===== src/rtl/jump_game_pkg.sv =====
// State codes, type-field width and default parameters for the jump game controller.
package jump_game_pkg;

    localparam int TYPE_W             = 5;

    localparam int DEF_XW             = 11;
    localparam int DEF_NUM_BLOCKS     = 3;
    localparam int DEF_NUM_TYPES      = 6;
    localparam int DEF_HALF_WIDTH     = 30;
    localparam int DEF_CENTER_TOL     = 5;
    localparam int DEF_MIN_GAP        = 65;
    localparam int DEF_RAND_W         = 7;
    localparam int DEF_ACC_W          = 24;
    localparam int DEF_VW             = 7;
    localparam int DEF_RELOAD_DIV     = 17;
    localparam int DEF_SCORE_W        = 16;
    localparam int DEF_ORIGIN_STARTUP = 100;

    typedef enum logic [2:0] {
        ST_TITLE = 3'd0,
        ST_RELD  = 3'd1,
        ST_WAIT  = 3'd2,
        ST_ACCU  = 3'd3,
        ST_JUMP  = 3'd4,
        ST_LAND  = 3'd5,
        ST_SHIFT = 3'd6,
        ST_OVER  = 3'd7
    } state_t;

endpackage


===== src/rtl/jump_game_ctrl_if.sv =====
// Enable/done handshake between the game controller (master) and the jump engine (slave).
interface jump_game_ctrl_if
    import jump_game_pkg::*;
#(
    parameter int XW = DEF_XW,
    parameter int VW = DEF_VW
);
    logic          o_jump_en;
    logic [VW-1:0] o_jump_v_init;
    logic          i_jump_done;
    logic [XW-1:0] i_jump_dist;
    logic [8:0]    i_jump_height;

    modport master (
        output o_jump_en, o_jump_v_init,
        input  i_jump_done, i_jump_dist, i_jump_height
    );

    modport slave (
        input  o_jump_en, o_jump_v_init,
        output i_jump_done, i_jump_dist, i_jump_height
    );
endinterface


===== src/rtl/jump_block_queue.sv =====
// Platform slot registers (x, type, enable) with scroll, fill and shift commands.
module jump_block_queue
    import jump_game_pkg::*;
#(
    parameter int XW             = DEF_XW,
    parameter int NUM_BLOCKS     = DEF_NUM_BLOCKS,
    parameter int NUM_TYPES      = DEF_NUM_TYPES,
    parameter int MIN_GAP        = DEF_MIN_GAP,
    parameter int RAND_W         = DEF_RAND_W,
    parameter int ORIGIN_STARTUP = DEF_ORIGIN_STARTUP
) (
    input  logic                         clk,
    input  logic                         rst,
    input  logic                         init,
    input  logic                         scroll,
    input  logic                         fill,
    input  logic                         shift,
    input  logic [RAND_W-1:0]            random,
    output logic [NUM_BLOCKS*XW-1:0]     x_block,
    output logic [NUM_BLOCKS*TYPE_W-1:0] type_index,
    output logic [NUM_BLOCKS-1:0]        en_block,
    output logic [XW-1:0]                x0,
    output logic [XW-1:0]                x1,
    output logic                         all_en,
    output logic                         fill_last
);
    localparam int IDX_W = $clog2(NUM_BLOCKS);

    logic [XW-1:0]         x_q [NUM_BLOCKS];
    logic [TYPE_W-1:0]     t_q [NUM_BLOCKS];
    logic [NUM_BLOCKS-1:0] en_q;

    logic [IDX_W-1:0]      free_idx;
    logic [XW-1:0]         prev_x;
    logic [XW+1:0]         fill_sum;
    logic [XW-1:0]         fill_x;

    // Descending scan so the lowest disabled slot wins; slot 0 is never the fill target.
    always_comb begin
        free_idx = '0;
        prev_x   = x_q[0];
        for (int k = NUM_BLOCKS - 1; k >= 1; k--) begin
            if (!en_q[k]) begin
                free_idx = IDX_W'(k);
                prev_x   = x_q[k-1];
            end
        end
    end

    assign fill_sum  = {2'b00, prev_x} + (XW+2)'(MIN_GAP) + (XW+2)'(random);
    assign fill_x    = (fill_sum[XW+1:XW] != 2'b00) ? '1 : fill_sum[XW-1:0];
    assign all_en    = &en_q;
    assign fill_last = !all_en && (free_idx == IDX_W'(NUM_BLOCKS - 1));

    always_ff @(posedge clk) begin
        if (rst || init) begin
            for (int k = 0; k < NUM_BLOCKS; k++) begin
                x_q[k] <= (k == 0) ? XW'(ORIGIN_STARTUP) : '0;
                t_q[k] <= TYPE_W'(k % NUM_TYPES);
            end
            en_q <= NUM_BLOCKS'(1);
        end else if (shift) begin
            for (int k = 0; k < NUM_BLOCKS - 1; k++) begin
                x_q[k] <= x_q[k+1];
                t_q[k] <= t_q[k+1];
            end
            t_q[NUM_BLOCKS-1] <= (t_q[NUM_BLOCKS-1] == TYPE_W'(NUM_TYPES - 1)) ?
                                 '0 : t_q[NUM_BLOCKS-1] + TYPE_W'(1);
            en_q <= {1'b0, en_q[NUM_BLOCKS-1:1]};
        end else if (fill && !all_en) begin
            x_q[free_idx]  <= fill_x;
            en_q[free_idx] <= 1'b1;
        end else if (scroll) begin
            for (int k = 0; k < NUM_BLOCKS; k++) begin
                if (en_q[k] && (x_q[k] != '0))
                    x_q[k] <= x_q[k] - XW'(1);
            end
        end
    end

    always_comb begin
        for (int k = 0; k < NUM_BLOCKS; k++) begin
            x_block[k*XW +: XW]             = x_q[k];
            type_index[k*TYPE_W +: TYPE_W]  = t_q[k];
        end
    end

    assign en_block = en_q;
    assign x0       = x_q[0];
    assign x1       = x_q[1];

endmodule


===== src/rtl/jump_game_ctrl.sv =====
// Jump game controller: FSM, charge accumulator, scoring and man position around the slot queue.
// Build option JUMP_COMBO_EN adds a centre-hit combo multiplier to the score.
//
// state | meaning
// TITLE | title screen, wait for button press
// RELD  | scroll slot 0 to x=0, then fill empty slots
// WAIT  | idle on platform, button starts charging
// ACCU  | charging while button held
// JUMP  | jump engine running
// LAND  | classify landing, score
// SHIFT | advance the slot queue by one
// OVER  | game-over screen, button returns to title
module jump_game_ctrl
    import jump_game_pkg::*;
#(
    parameter int XW             = DEF_XW,
    parameter int NUM_BLOCKS     = DEF_NUM_BLOCKS,
    parameter int NUM_TYPES      = DEF_NUM_TYPES,
    parameter int HALF_WIDTH     = DEF_HALF_WIDTH,
    parameter int CENTER_TOL     = DEF_CENTER_TOL,
    parameter int MIN_GAP        = DEF_MIN_GAP,
    parameter int RAND_W         = DEF_RAND_W,
    parameter int ACC_W          = DEF_ACC_W,
    parameter int VW             = DEF_VW,
    parameter int RELOAD_DIV     = DEF_RELOAD_DIV,
    parameter int SCORE_W        = DEF_SCORE_W,
    parameter int ORIGIN_STARTUP = DEF_ORIGIN_STARTUP
) (
    input  logic                         clk_machine,
    input  logic                         rst_machine,
    input  logic                         i_btn,
    input  logic [RAND_W-1:0]            i_random,
    jump_game_ctrl_if.master             jmp,
    output logic [3:0]                   o_squeeze_man,
    output logic [2:0]                   o_state,
    output logic [XW-1:0]                o_x_man,
    output logic [8:0]                   o_y_man,
    output logic [NUM_BLOCKS*XW-1:0]     o_x_block,
    output logic [NUM_BLOCKS*TYPE_W-1:0] o_type_index,
    output logic [NUM_BLOCKS-1:0]        o_en_block,
    output logic [SCORE_W-1:0]           o_score,
    output logic                         o_title,
    output logic                         o_gameover
);
    state_t                state;
    logic                  btn_d;
    logic                  press;
    logic [RELOAD_DIV-1:0] presc;
    logic [ACC_W-1:0]      acc;
    logic [ACC_W-1:0]      acc_nxt;

    logic                  q_init;
    logic                  q_scroll;
    logic                  q_fill;
    logic                  q_shift;
    logic [XW-1:0]         x0;
    logic [XW-1:0]         x1;
    logic                  all_en;
    logic                  fill_last;

    logic [XW-1:0]         d0;
    logic [XW-1:0]         d1;
    logic                  centre;
    logic [4:0]            hit_pts;
    logic [SCORE_W:0]      score_sum;
    logic [SCORE_W-1:0]    score_hit;

    function automatic logic [XW-1:0] abs_diff(input logic [XW-1:0] a, input logic [XW-1:0] b);
        return (a >= b) ? a - b : b - a;
    endfunction

    assign press    = i_btn & ~btn_d;
    assign q_scroll = (state == ST_RELD) && (x0 != '0) && (&presc);
    assign q_fill   = (state == ST_RELD) && (x0 == '0) && !all_en;
    assign q_shift  = (state == ST_SHIFT);
    assign q_init   = (state == ST_OVER) && press;

    jump_block_queue #(
        .XW             (XW),
        .NUM_BLOCKS     (NUM_BLOCKS),
        .NUM_TYPES      (NUM_TYPES),
        .MIN_GAP        (MIN_GAP),
        .RAND_W         (RAND_W),
        .ORIGIN_STARTUP (ORIGIN_STARTUP)
    ) u_queue (
        .clk        (clk_machine),
        .rst        (rst_machine),
        .init       (q_init),
        .scroll     (q_scroll),
        .fill       (q_fill),
        .shift      (q_shift),
        .random     (i_random),
        .x_block    (o_x_block),
        .type_index (o_type_index),
        .en_block   (o_en_block),
        .x0         (x0),
        .x1         (x1),
        .all_en     (all_en),
        .fill_last  (fill_last)
    );

    // The WAIT->ACCU edge already counts as the first charge cycle.
    always_comb begin
        acc_nxt = acc;
        if (((state == ST_WAIT) || (state == ST_ACCU)) && i_btn && !(&acc))
            acc_nxt = acc + ACC_W'(1);
        else if ((state == ST_JUMP) && jmp.i_jump_done)
            acc_nxt = '0;
    end

    assign d0     = abs_diff(o_x_man, x0);
    assign d1     = abs_diff(o_x_man, x1);
    assign centre = (d1 <= XW'(CENTER_TOL));

`ifdef JUMP_COMBO_EN
    logic [3:0] combo;
    logic [3:0] combo_inc;

    assign combo_inc = (combo == 4'hF) ? combo : combo + 4'd1;

    always_comb begin
        hit_pts = 5'd1;
        if (centre)
            hit_pts = {combo_inc, 1'b0};
    end

    always_ff @(posedge clk_machine) begin
        if (rst_machine || (state == ST_OVER))
            combo <= '0;
        else if ((state == ST_LAND) && (d0 > XW'(HALF_WIDTH)) && (d1 <= XW'(HALF_WIDTH)))
            combo <= centre ? combo_inc : 4'd0;
    end
`else
    always_comb begin
        hit_pts = 5'd1;
        if (centre)
            hit_pts = 5'd2;
    end
`endif

    assign score_sum = {1'b0, o_score} + (SCORE_W+1)'(hit_pts);
    assign score_hit = score_sum[SCORE_W] ? '1 : score_sum[SCORE_W-1:0];
    assign o_state   = state;

    always_ff @(posedge clk_machine) begin
        if (rst_machine) begin
            state             <= ST_TITLE;
            btn_d             <= 1'b1;
            presc             <= '0;
            acc               <= '0;
            jmp.o_jump_en     <= 1'b0;
            jmp.o_jump_v_init <= '0;
            o_squeeze_man     <= '0;
            o_x_man           <= XW'(ORIGIN_STARTUP);
            o_y_man           <= '0;
            o_score           <= '0;
            o_title           <= 1'b1;
            o_gameover        <= 1'b0;
        end else begin
            btn_d             <= i_btn;
            acc               <= acc_nxt;
            jmp.o_jump_v_init <= acc_nxt[ACC_W-1 -: VW];
            o_squeeze_man     <= (acc_nxt[ACC_W-1 -: 4] > 4'd14) ? 4'd14 : acc_nxt[ACC_W-1 -: 4];
            presc             <= (state == ST_RELD) ? presc + 1'b1 : '0;

            case (state)
                ST_TITLE: begin
                    if (press) begin
                        state   <= ST_RELD;
                        o_title <= 1'b0;
                    end
                end
                ST_RELD: begin
                    o_x_man <= x0;
                    o_y_man <= '0;
                    if ((x0 == '0) && (all_en || fill_last))
                        state <= ST_WAIT;
                end
                ST_WAIT: begin
                    if (i_btn)
                        state <= ST_ACCU;
                end
                ST_ACCU: begin
                    if (!i_btn) begin
                        state         <= ST_JUMP;
                        jmp.o_jump_en <= 1'b1;
                    end
                end
                ST_JUMP: begin
                    o_x_man <= x0 + jmp.i_jump_dist;
                    o_y_man <= jmp.i_jump_height;
                    if (jmp.i_jump_done) begin
                        state         <= ST_LAND;
                        jmp.o_jump_en <= 1'b0;
                    end
                end
                ST_LAND: begin
                    if (d0 <= XW'(HALF_WIDTH)) begin
                        state <= ST_WAIT;
                    end else if (d1 <= XW'(HALF_WIDTH)) begin
                        state   <= ST_SHIFT;
                        o_score <= score_hit;
                    end else begin
                        state      <= ST_OVER;
                        o_gameover <= 1'b1;
                    end
                end
                ST_SHIFT: begin
                    o_x_man <= x1;
                    o_y_man <= '0;
                    state   <= ST_RELD;
                end
                ST_OVER: begin
                    if (press) begin
                        state      <= ST_TITLE;
                        o_score    <= '0;
                        o_gameover <= 1'b0;
                        o_title    <= 1'b1;
                        o_x_man    <= XW'(ORIGIN_STARTUP);
                        o_y_man    <= '0;
                    end
                end
                default: state <= ST_TITLE;
            endcase
        end
    end

endmodule


===== src/flat_wrapper.sv =====
// flat-port wrapper written by rule: the top's interface ports become plain ports
module jump_game_ctrl_flat import jump_game_pkg::*;
#(
    parameter int XW             = DEF_XW,
    parameter int NUM_BLOCKS     = DEF_NUM_BLOCKS,
    parameter int NUM_TYPES      = DEF_NUM_TYPES,
    parameter int HALF_WIDTH     = DEF_HALF_WIDTH,
    parameter int CENTER_TOL     = DEF_CENTER_TOL,
    parameter int MIN_GAP        = DEF_MIN_GAP,
    parameter int RAND_W         = DEF_RAND_W,
    parameter int ACC_W          = DEF_ACC_W,
    parameter int VW             = DEF_VW,
    parameter int RELOAD_DIV     = DEF_RELOAD_DIV,
    parameter int SCORE_W        = DEF_SCORE_W,
    parameter int ORIGIN_STARTUP = DEF_ORIGIN_STARTUP
)
  (clk_machine, rst_machine, i_btn, i_random, o_squeeze_man, o_state, o_x_man, o_y_man, o_x_block, o_type_index, o_en_block, o_score, o_title, o_gameover, jmp_o_jump_en, jmp_o_jump_v_init, jmp_i_jump_done, jmp_i_jump_dist, jmp_i_jump_height);
  jump_game_ctrl_if #(.XW(XW), .VW(VW)) jmp_i ();
  input  logic clk_machine;
  input  logic rst_machine;
  input  logic i_btn;
  input  logic [RAND_W-1:0] i_random;
  output logic [3:0] o_squeeze_man;
  output logic [2:0] o_state;
  output logic [XW-1:0] o_x_man;
  output logic [8:0] o_y_man;
  output logic [NUM_BLOCKS*XW-1:0] o_x_block;
  output logic [NUM_BLOCKS*TYPE_W-1:0] o_type_index;
  output logic [NUM_BLOCKS-1:0] o_en_block;
  output logic [SCORE_W-1:0] o_score;
  output logic o_title;
  output logic o_gameover;
  output wire logic [$bits(jmp_i.o_jump_en)-1:0] jmp_o_jump_en;
  output wire logic [$bits(jmp_i.o_jump_v_init)-1:0] jmp_o_jump_v_init;
  input wire logic [$bits(jmp_i.i_jump_done)-1:0] jmp_i_jump_done;
  input wire logic [$bits(jmp_i.i_jump_dist)-1:0] jmp_i_jump_dist;
  input wire logic [$bits(jmp_i.i_jump_height)-1:0] jmp_i_jump_height;
  assign jmp_o_jump_en = jmp_i.o_jump_en;
  assign jmp_o_jump_v_init = jmp_i.o_jump_v_init;
  assign jmp_i.i_jump_done = jmp_i_jump_done;
  assign jmp_i.i_jump_dist = jmp_i_jump_dist;
  assign jmp_i.i_jump_height = jmp_i_jump_height;
  jump_game_ctrl #(.XW(XW), .NUM_BLOCKS(NUM_BLOCKS), .NUM_TYPES(NUM_TYPES), .HALF_WIDTH(HALF_WIDTH), .CENTER_TOL(CENTER_TOL), .MIN_GAP(MIN_GAP), .RAND_W(RAND_W), .ACC_W(ACC_W), .VW(VW), .RELOAD_DIV(RELOAD_DIV), .SCORE_W(SCORE_W), .ORIGIN_STARTUP(ORIGIN_STARTUP)) u_core (.clk_machine(clk_machine), .rst_machine(rst_machine), .i_btn(i_btn), .i_random(i_random), .jmp(jmp_i), .o_squeeze_man(o_squeeze_man), .o_state(o_state), .o_x_man(o_x_man), .o_y_man(o_y_man), .o_x_block(o_x_block), .o_type_index(o_type_index), .o_en_block(o_en_block), .o_score(o_score), .o_title(o_title), .o_gameover(o_gameover));
endmodule

===== config.mk =====
export PLATFORM = sky130hd
export DESIGN_NAME = jump_game_ctrl_flat
export DESIGN_NICKNAME = d
export VERILOG_FILES = /design/src/rtl/jump_game_pkg.sv /design/src/rtl/jump_game_ctrl_if.sv /design/src/rtl/jump_block_queue.sv /design/src/rtl/jump_game_ctrl.sv /design/src/flat_wrapper.sv
export SDC_FILE = /design/constraint.sdc
export NUM_CORES = 1
export LEC_CHECK = 0
export BUFFER_PORTS_ARGS = -buffer_cell sky130_fd_sc_hd__buf_2
export CORE_ASPECT_RATIO = 0.8
export CORE_MARGIN = 3
export CORE_UTILIZATION = 53
export DETAILED_ROUTE_END_ITERATION = 10
export PLACE_DENSITY = 0.77
export SYNTH_ARGS = -nofsm -noshare
export SYNTH_HDL_FRONTEND = slang
export SYNTH_SLANG_ARGS = --single-unit

===== constraint.sdc =====
create_clock -name clk_machine -period 5.29 [get_ports clk_machine]
set_input_delay 0.2645 -clock clk_machine [delete_from_list [all_inputs] [get_ports clk_machine]]
set_output_delay 0.2645 -clock clk_machine [all_outputs]
set_load 0.01 [all_outputs]

## Word-level counts from Yosys, hierarchy flattened

Memory sizes are Yosys's and may differ from the RTL's.
Index checks and enable logic that the tools add are counted.

| storage, ports and cells | value |
|---|---|
| bits in latches | 0 |
| RAM bits | 48 |
| ROM bits | 0 |
| logic and storage cells | 199 |
| memories kept | 2 |
| input port bits | 31 |
| output and inout port bits | 104 |
| register bits after elaboration | 91 |

Memory list:

| name | words | bits a word | read ports | clocked after memory_dff | wr ports | RTL line | text |
|---|---|---|---|---|---|---|---|
| u_core.u_queue.x_q | 3 | 11 | 3 | 0 | 3 | jump_block_queue.sv:29 | `logic [XW-1:0] x_q [NUM_BLOCKS];` |
| u_core.u_queue.t_q | 3 | 5 | 3 | 0 | 3 | jump_block_queue.sv:30 | `logic [TYPE_W-1:0] t_q [NUM_BLOCKS];` |

| operators by class | value |
|---|---|
| bitwise logic cells | 12 |
| shift operators | 0 |
| div/mod/pow operators | 0 |
| equal/unequal tests | 18 |
| order comparisons | 8 |
| add/sub/neg operators | 14 |
| multiply operators | 0 |
| multiplexer cells | 81 |
| reduce and logical (&&, ||, !) cells | 48 |

Operators with widths:

| kind | count |
|---|---|
| 11-bit two-way mux | 12 |
| 16-bit two-way mux | 4 |
| 24-bit two-way mux | 2 |
| 11-bit one-hot mux with 4 select lines | 1 |
| 11-bit subtractor | 4 |
| 1-bit two-way mux | 36 |
| 11-bit nonzero test | 3 |
| 11-bit by 1-bit subtractor with 11-bit output (second input constant) | 3 |
| 16-bit one-hot mux with 2 select lines | 1 |
| 9-bit one-hot mux with 3 select lines | 1 |
| 24-bit by 1-bit adder with 24-bit output (second input constant) | 1 |
| 3-bit one-hot mux with 8 select lines | 1 |
| 24-bit AND reduction | 1 |
| 11-bit greater-or-equal comparator | 2 |
| 11-bit by 5-bit less-or-equal comparator with 1-bit output (second input constant) | 2 |
| 3-bit two-way mux | 7 |
| 5-bit two-way mux | 4 |
| 16-bit by 2-bit adder with 17-bit output | 1 |
| 17-bit by 1-bit adder with 17-bit output (second input constant) | 1 |
| 17-bit AND reduction | 1 |
| 1-bit logical AND | 15 |
| 12-bit by 7-bit adder with 13-bit output | 1 |
| 11-bit by 7-bit adder with 12-bit output (second input constant) | 1 |
| 3-bit == test (second input constant) | 4 |
| other kinds (34) | 72 |

## Longest topological paths before layout

Gate-level depths: netlist (run 1).
An unclocked memory read counts as a cell.

| logic depth | value |
|---|---|
| depth in word-level cells | 11 |
| gate-level depth with buffers | 25 |
| gate-level depth less buffers | 24 |

## Cells and area by module

From an unflattened synthesis (run 1), not the netlist that was laid out.

| unflattened totals | value |
|---|---|
| cell total of the unflattened synthesis | 1,259 |
| area total of the unflattened synthesis | 10,766.6 um2 |

By module, submodules not included:

| module | times used | cells an instance | sequential area each (um2) | area each (um2) |
|---|---|---|---|---|
| jump_game_ctrl | 1 | 898 | 1,741.7 | 7,026.7 |
| jump_block_queue | 1 | 361 | 1,501.4 | 3,739.8 |

## Least setup slack after synthesis (run 1)

Ideal clock, no wire load.

| path | value |
|---|---|
| path type | register to register |
| from | reg u_core.o_x_man[1] |
| to | reg u_core.o_score[8] |
| path slack | 0.035 ns |
| library setup time | 0.118 ns |
| arrival time | 5.136 ns |
| stages on the path, launching flop included | 25 |
| path buffers | 2 |
| data required time | 5.172 ns |
| clock period less this slack | 5.255 ns |
| cells stage by stage | dfxtp_1 inv_1 ha_1 nand3_1 o41ai_4 or2_1 buf_6 or3_1 a32o_1 a2111o_1 nor3_1 and4_1 inv_1 ha_1 fa_1 and3_1 and3_1 and3_1 nand3_1 nor3_1 nand3_1 clkbuf_1 o21ai_0 o211ai_2 o21ai_2 |

| on the way | value |
|---|---|
| cells in the longest elaborated chain, start to end | 9 |
| elaborated cells between the ends (all ways) | 20 |
| classes of those cells | add/sub: 5; order compare: 5; eq/ne: 2; mux: 7; reduce/logical: 1 |

Ends and longest elaborated chain:

| element | RTL line | text |
|---|---|---|
| start, declared | jump_game_ctrl.sv:36 | `output logic [XW-1:0] o_x_man,` |
| start signal, assigned | jump_game_ctrl.sv:154 | `o_x_man <= XW'(ORIGIN_STARTUP);` |
| start signal, assigned | jump_game_ctrl.sv:190 | `o_x_man <= x0 + jmp.i_jump_dist;` |
| start signal, assigned | jump_game_ctrl.sv:219 | `o_x_man <= XW'(ORIGIN_STARTUP);` |
| 11-bit subtractor or 11-bit greater-or-equal comparator (tied branches) | jump_game_ctrl.sv:69 | `return (a >= b) ? a - b : b - a;` |
| 11-bit two-way mux | jump_game_ctrl.sv:69 |  |
| 11-bit by 3-bit less-or-equal comparator with 1-bit output | jump_game_ctrl.sv:113 | `assign centre = (d1 <= XW'(CENTER_TOL));` |
| 2-bit two-way mux | jump_game_ctrl.sv:136 | `if (centre)` |
| 16-bit by 2-bit adder with 17-bit output | jump_game_ctrl.sv:141 | `assign score_sum = {1'b0, o_score} + (SCORE_W+1)'(hit_pts);` |
| 16-bit two-way mux | jump_game_ctrl.sv:142 | `assign score_hit = score_sum[SCORE_W] ? '1 : score_sum[SCORE_W-1:0];` |
| 16-bit two-way mux | jump_game_ctrl.sv:200 | `end else if (d1 <= XW'(HALF_WIDTH)) begin` |
| 16-bit two-way mux | jump_game_ctrl.sv:198 | `if (d0 <= XW'(HALF_WIDTH)) begin` |
| 16-bit one-hot mux with 2 select lines | jump_game_ctrl.sv:166 | `case (state)` |
| end signal, assigned | jump_game_ctrl.sv:202 | `o_score <= score_hit;` |
| end, declared | jump_game_ctrl.sv:41 | `output logic [SCORE_W-1:0] o_score,` |

Parallel ways exist; a longest one is shown, timed or not. The select of a mux whose other input is x is not followed.
A chain may end at the register's enable or synchronous reset.

==> results.ini, run 1 <==
[detailed_routing]
drtAntennaViolNets = 0
drt_first_iter_violations = 1364
routedWlPerCell_um = 19.17
drt_pass1_iterations = 6
vias_per_cell = 6.200
wl_mm = 32.16
vias = 10403
drc_errors = 0

[setup_path]
cp-end-kind = register
cp_max_fo = 6
arrival_ns = 5.49
crit_type = register to register
required_ns = 5.64
startpoint_type = register

[sta]
tightest_slew_ns = 0.9340
period_minus_slack_ns = 5.147
whs_ns = 0.09031
clock_skew_ns = 0.01315
hold_viol_final = 0
finalWorstSetupSlack_ns = 0.1433
slew-limit-headroom_pct = 37.25
timing.final.crit_share_pct = 97.29
fmaxAchievable_mhz = 194.3
setup_violations = 0
drv_slew = 0

[yosys]
ys_ff_latch = 138
synthesis.nets = 1377
ys.flop_type = dfxtp_1
synth-seq-area-share_pct = 30.95
syn_inst = 1263
async_flop_share_pct = 0
syn_area_um2 = 10480
synth_edf_count = 48
syn_area_per_cell_um2 = 8.298
yosysUniqueCellTypes = 92
yosysWarnings = 0

[global_routing]
grt_pass1_vias = 9380
grt.total_usage_pct = 28.78
overflow = 0
grt_max_degree = 53
antenna_found_initial = 0
grt_pass1_wl_mm = 49.93

[pwr]
ir_drop_uv = 168.2
leakage_nw = 5.099
power-per-cell-area_nw_per_um2 = 238.8
finalPower_mw = 2.934

[clock_tree]
clk_pin_slew_ns = 0.07
clock-sinks = 138
cts_tree = done
cts-root-buf = clkbuf_16
cts_max_level = 4
ctsLongestPathBuffers = 2
postCtsHoldBufs = 0
clk_latency_ns = 0.43
numCtsBuffers = 17

[floorplan]
fp.dieW_um = 163.2
core_um2 = 19200
initial_utilization_pct = 54.58
die_area_um2 = 21510
die_h_um = 131.8
pin_count = 135
rows = 45

[placed_design]
dp_hpwl_mm = 24.48
dp_slack_ns = 0.1195
post_dp_cell_area_um2 = 11550
port_buffers = 134
gp_congestion = 1.009

[run]
maxCapViolCount = 0

[min_path]
hp-class = input port to register

[final_layout]
diodes = 0
fillerInstances = 1632
drive_gt1_share_pct = 21.13
fin_nets = 1521
final_area_um2 = 12290
area_growth_pct = 17.24

[status]
status = complete, no violations

sequential cells by signal, summed over array words and instances (netlist names), 3 cells and up:
register	cells
u_core.u_queue.x_q	33
u_core.o_score	16
u_core.o_state	3
u_core.u_queue.en_block	3
u_core.o_squeeze_man	4
u_core.u_queue.t_q	15
u_core.acc	23
u_core.o_x_man	11
u_core.o_y_man	9
u_core.presc	17
cell usage after synthesis, types with 8 or more instances:
master | count | area share, %
dfxtp_1 | 90 | 17
a211oi_1 | 11 | 0.79
or2_2 | 8 | 0.48
nor3_1 | 21 | 1.0
and4_1 | 10 | 0.84
edfxtp_1 | 48 | 14
nor2_1 | 129 | 4.6
o21ai_2 | 8 | 0.67
o211ai_2 | 8 | 0.96
a31oi_1 | 15 | 0.90
buf_4 | 10 | 0.72
nand2_1 | 86 | 3.1
o211ai_1 | 9 | 0.64
o21a_1 | 8 | 0.57
nand2b_1 | 18 | 1.1
a21o_1 | 22 | 1.6
clkbuf_1 | 41 | 1.5
inv_1 | 92 | 3.3
o21ai_0 | 55 | 2.6
ha_1 | 76 | 9.1
and3_1 | 17 | 1.0
xnor2_1 | 39 | 3.3
a221oi_1 | 11 | 0.92
or3_1 | 13 | 0.78
nor2b_1 | 17 | 1.0
o22ai_1 | 26 | 1.6
nand4_1 | 19 | 1.1
xor2_1 | 25 | 2.1
and2_1 | 17 | 1.0
o21bai_1 | 11 | 0.79
a21oi_1 | 98 | 4.7
nand3_1 | 60 | 2.9
layer usage:
| layer | GRT usage [%] | part of all wire [%] | vias up |
|---|---|---|---|
| met3 | 6.721 | 10 | 57 |
| met2 | 42.41 | 43 | 537 |
| met1 | 42.68 | 45 | 4941 |
| met5 | 0 | 0 | - |
| met4 | 6.905 | 1.7 | 0 |
| li1 | - | - | 4868 |
worst max-delay path, cell delays in order, from the launching register on:
cell	delay, ns
edfxtp_1	0.39
buf_4	0.16
ha_4	0.30
buf_4	0.15
and4_1	0.26
a21boi_2	0.20
a21bo_1	0.27
buf_4	0.17
a221oi_1	0.33
o21a_1	0.18
nor2_1	0.06
and4_4	0.22
inv_1	0.06
ha_1	0.21
fa_2	0.24
and3_1	0.18
and3_1	0.19
and3_1	0.22
nand3_2	0.11
nor3_2	0.16
buf_4	0.18
a211oi_2	0.07
or4b_1	0.54
a22oi_1	0.20
logic make-up after synthesis:
family                     share of synthesized area, %
buffers and inverters                             6.554
muxes                                             1.313
and+or+nand+nor                                   21.70
AOI/OAI and AO/OA                                 23.72
xor gates and xnor gates                          5.349
DFF                                               30.95
adders and majority gates                         10.41
timing repair:
item | 4_1_cts | 5_1_grt
resized for setup | 0 | 30
buffers inserted | 0 | 3
endpoints found under the setup margin | 0 | 15
cell type report:
| type | count | area [um2] | share of cell area [%] |
|---|---|---|---|
| flip-flops and latches | 138 | 3243 | 26.40 |
| inverters | 92 | 345.3 | 2.811 |
| multi-input cells | 968 | 6689 | 54.44 |
| repair buffers | 190 | 1104 | 8.982 |
| well taps | 258 | 322.8 | 2.627 |
| clock inverters | 15 | 157.7 | 1.283 |
| clock buffers | 17 | 425.4 | 3.462 |
power by group:
group	switching (mW)	leakage, nW	internal [mW]
Clock	0.530	0.285	0.666
Combinational	0.356	3.61	0.242
Sequential	0.0220	1.20	1.12
Total	0.908	5.10	2.03
cells in the final DEF, fill, tap and decap left out, types with 22 or more instances in the layout:
cell type  count
buf_2        134
nor2_1       126
a21oi_1       93
inv_1         92
dfxtp_1       90
nand2_1       86
ha_1          72
nand3_1       58
buf_4         55
o21ai_0       54
edfxtp_1      48
xnor2_1       39
o22ai_1       26
xor2_1        25
a21o_1        22
through the flow:
step	TNS [ns]	cells	utilization (%)
final	0	1678	63.99
after global routing	-0.3283	1678	63.99
after CTS	0	1675	63.21
after detailed placement	0	1643	60.18
after global placement	0	1643	60.18
after floorplan	0	1263	-
path summary, 6_finish.rpt:
kind,start,slack [ns],cells after the start,end
hold / removal,jmp_i_jump_height[4],0.09,3,u_core.o_y_man[4]
setup reg to reg,u_core.u_queue.x_q[1][9],0.14,23,u_core.o_score[15]
hold reg to reg,u_core.o_y_man[1],0.45,2,u_core.o_y_man[1]
setup / recovery,u_core.u_queue.x_q[1][9],0.14,23,u_core.o_score[15]
(Power assumes the default switching activity.)
==> run 2: changes to the inputs <==
Settings changed: BUFFER_PORTS_ARGS -buffer_cell sky130_fd_sc_hd__buf_2 to default, CORE_ASPECT_RATIO 0.8 to default, DONT_BUFFER_PORTS from default to 1, PLACE_DENSITY 0.77 to 0.71.
==> run 2 against run 1 <==
Cell count down 7.4%. First-iteration DRC count down 38%. Critical path depth down 1. Register-to-register slack about the same. Sequential share of layout area up 0.90 points. Setup slack better by 0.0048 ns. Core utilization down 1.7 points. Non-clock buffer count down 126. Wire length down 2.7%. Via count down 5.9%. Clock power up 10%. Worst hold slack worse by 0.056 ns. Largest cell class unchanged.
==> results.ini, run 2 (synthesis gave the netlist of run 1 again) <==
[status]
status = complete, no violations

[clock_tree]
cts-root-buf = clkbuf_16
ctsLongestPathBuffers = 2  ; unchanged
numCtsBuffers = 17  ; unchanged
clk_pin_slew_ns = 0.06  ; about the same
cts_max_level = 4  ; unchanged
clock-sinks = 138  ; unchanged
clk_latency_ns = 0.43  ; about the same
cts_tree = done

[pwr]
total_switching_power_mw = 0.8541  ; -6.0%
intPower_mw = 2.180  ; +7.6%
power-per-cell-area_nw_per_um2 = 255.3  ; +6.9%
switching_share_pct = 28.15  ; -2.8 points
comb_power_share_pct = 18.4  ; -2.0 points
leakage_nw = 4.571  ; -10%
ir_drop_uv = 245.9  ; +46%
seqPwrFrac_pct = 38.0  ; -0.8 points
power_frac_clock_pct = 43.6  ; +2.8 points

[sta]
period_minus_slack_ns = 5.142  ; -0.004816 ns
slew-limit-headroom_pct = 38.20  ; +0.95 points
tightest_slew_ns = 0.9199  ; -0.01414 ns
fmaxAchievable_mhz = 194.5  ; about the same
setup_violations = 0  ; unchanged
timing.final.crit_share_pct = 97.20  ; about the same
clock_skew_ns = 0.006320  ; -0.006831 ns
drv_slew = 0  ; unchanged
hold_viol_final = 0  ; unchanged

[detailed_routing]
wl_mm = 31.28  ; -2.7%
drt_pass1_iterations = 5  ; -1
drt_first_iter_violations = 841  ; -38%
vias_per_cell = 6.297  ; +1.6%
vias = 9785  ; -5.9%
routedWlPerCell_um = 20.13  ; +5.0%
drc_errors = 0  ; unchanged
drtAntennaViolNets = 0  ; unchanged

[run]
maxCapViolCount = 0  ; unchanged

[final_layout]
final_area_um2 = 11880  ; -3.3%
area_growth_pct = 13.38
fin_nets = 1395  ; -8.3%
drive_gt1_share_pct = 13.45  ; -7.7 points
largest_register_ffs = 33  ; unchanged
final_util_pct = 62.28  ; -1.7 points
regMostFlops = u_core.u_queue.x_q
reg.largest.list = u_core.u_queue.x_q (33), u_core.acc (23), u_core.presc (17)
layout_common_cells = nor2_1, a21oi_1, inv_1, dfxtp_1, nand2_1
diodes = 0  ; unchanged
final_common_cell = nor2_1

[setup_path]
timing.rr.start = u_core.u_queue.x_q[1][2]
crit_type = register to register
required_ns = 5.64  ; about the same
startpoint_type = register
cp_max_fo = 5  ; -1
startpoint = u_core.u_queue.x_q[1][2]
arrival_ns = 5.50  ; about the same
cp-end-kind = register

[floorplan]
die_area_um2 = 21500  ; about the same
rows = 50  ; +11%
core_um2 = 19080  ; -0.62%
pin_count = 135  ; unchanged
die_h_um = 146.6  ; +11%
fp.dieW_um = 146.6  ; -10%
initial_utilization_pct = 54.92  ; +0.34 points

[placed_design]
gp_congestion = 1.012  ; +0.31%
dp_hpwl_mm = 23.37  ; -4.5%
port_buffers = 0  ; -100%
post_dp_cell_area_um2 = 10830  ; -6.3%

[global_routing]
overflow = 0  ; unchanged
antenna_found_initial = 0  ; unchanged
grt_pass1_vias = 8916  ; -4.9%
grt_max_degree = 45  ; -15%
grt_pass1_wl_mm = 48.69  ; -2.5%
grt.total_usage_pct = 28.06  ; -0.72 points

[min_path]
hp-class = input port to register
hp-start = rst_machine

-- run 2: layout make-up --
class                   count  area (um2)
inverters                  92       345.3
clock buffers              25       560.5
well taps                 260       325.3
flip-flops and latches    138        3243
multi-input cells         968        6792
clock inverters             7       95.09
repair buffers             64       521.8
fillers                  1586        7198
-- run 2: worst max-delay path, cell delays in order, from the launching register on --
cell	delay, ns
edfxtp_1	0.50
inv_1	0.20
ha_2	0.25
nor2_1	0.06
a211o_1	0.40
a21bo_1	0.29
a2111oi_4	0.38
o21ai_0	0.14
o211ai_1	0.21
nor3_2	0.08
and4_4	0.21
inv_1	0.06
ha_2	0.19
fa_2	0.21
and3_1	0.18
and3_4	0.20
and3_4	0.20
nand3_2	0.12
nor3_4	0.20
buf_4	0.16
a211oi_2	0.07
or4b_4	0.55
a22oi_1	0.19
-- run 2: worst paths after layout --
check	end	slack [ns]	cells past startpoint
setup / recovery	u_core.o_score[15]	0.15	22
hold / removal	u_core.u_queue.t_q[0][5]	0.03	1
setup reg to reg	u_core.o_score[15]	0.15	22
hold reg to reg	u_core.presc[0]	0.45	1
-- run 2: power groups by stage --
| stage | sequential, mW | combinational, mW | clock [mW] |
|---|---|---|---|
| after floorplan | 1.17 | 0.375 | 0 |
| after global placement | 1.17 | 0.500 | 0 |
| after detailed placement | 1.17 | 0.504 | 0 |
| after CTS | 1.15 | 0.522 | 1.32 |
| after global routing | 1.15 | 0.609 | 1.37 |
| final | 1.15 | 0.559 | 1.32 |
-- run 2: routing by layer --
layer	track usage, %	part of all wire (%)	up-vias
met5	0	0	-
met4	10.82	3.6	0
met3	6.083	8.2	75
met2	42.45	45	447
met1	39.24	44	4639
li1	-	-	4624
-- run 2: per-stage QoR --
step	setup WS, ns	cells	total power [mW]	hold WS [ns]	TNS, ns
after floorplan	0.03526	1263	1.548	0.3844	0
after global placement	0.05933	1505	1.673	0.3405	0
after detailed placement	-0.07365	1505	1.677	0.3434	-0.3682
after CTS	0.004777	1548	2.996	0.02868	0
after global routing	-0.03681	1554	3.137	0.03574	-0.03681
final	0.1481	1554	3.034	0.03444	0
-- run 2: timing repair --
action                                 CTS  global route
gates resized for setup                  5            41
endpoints found under the hold margin   44             0
setup buffers                            0             6
pin swaps                                1             8
hold buffers                            11             0
setup endpoints to repair                9            16
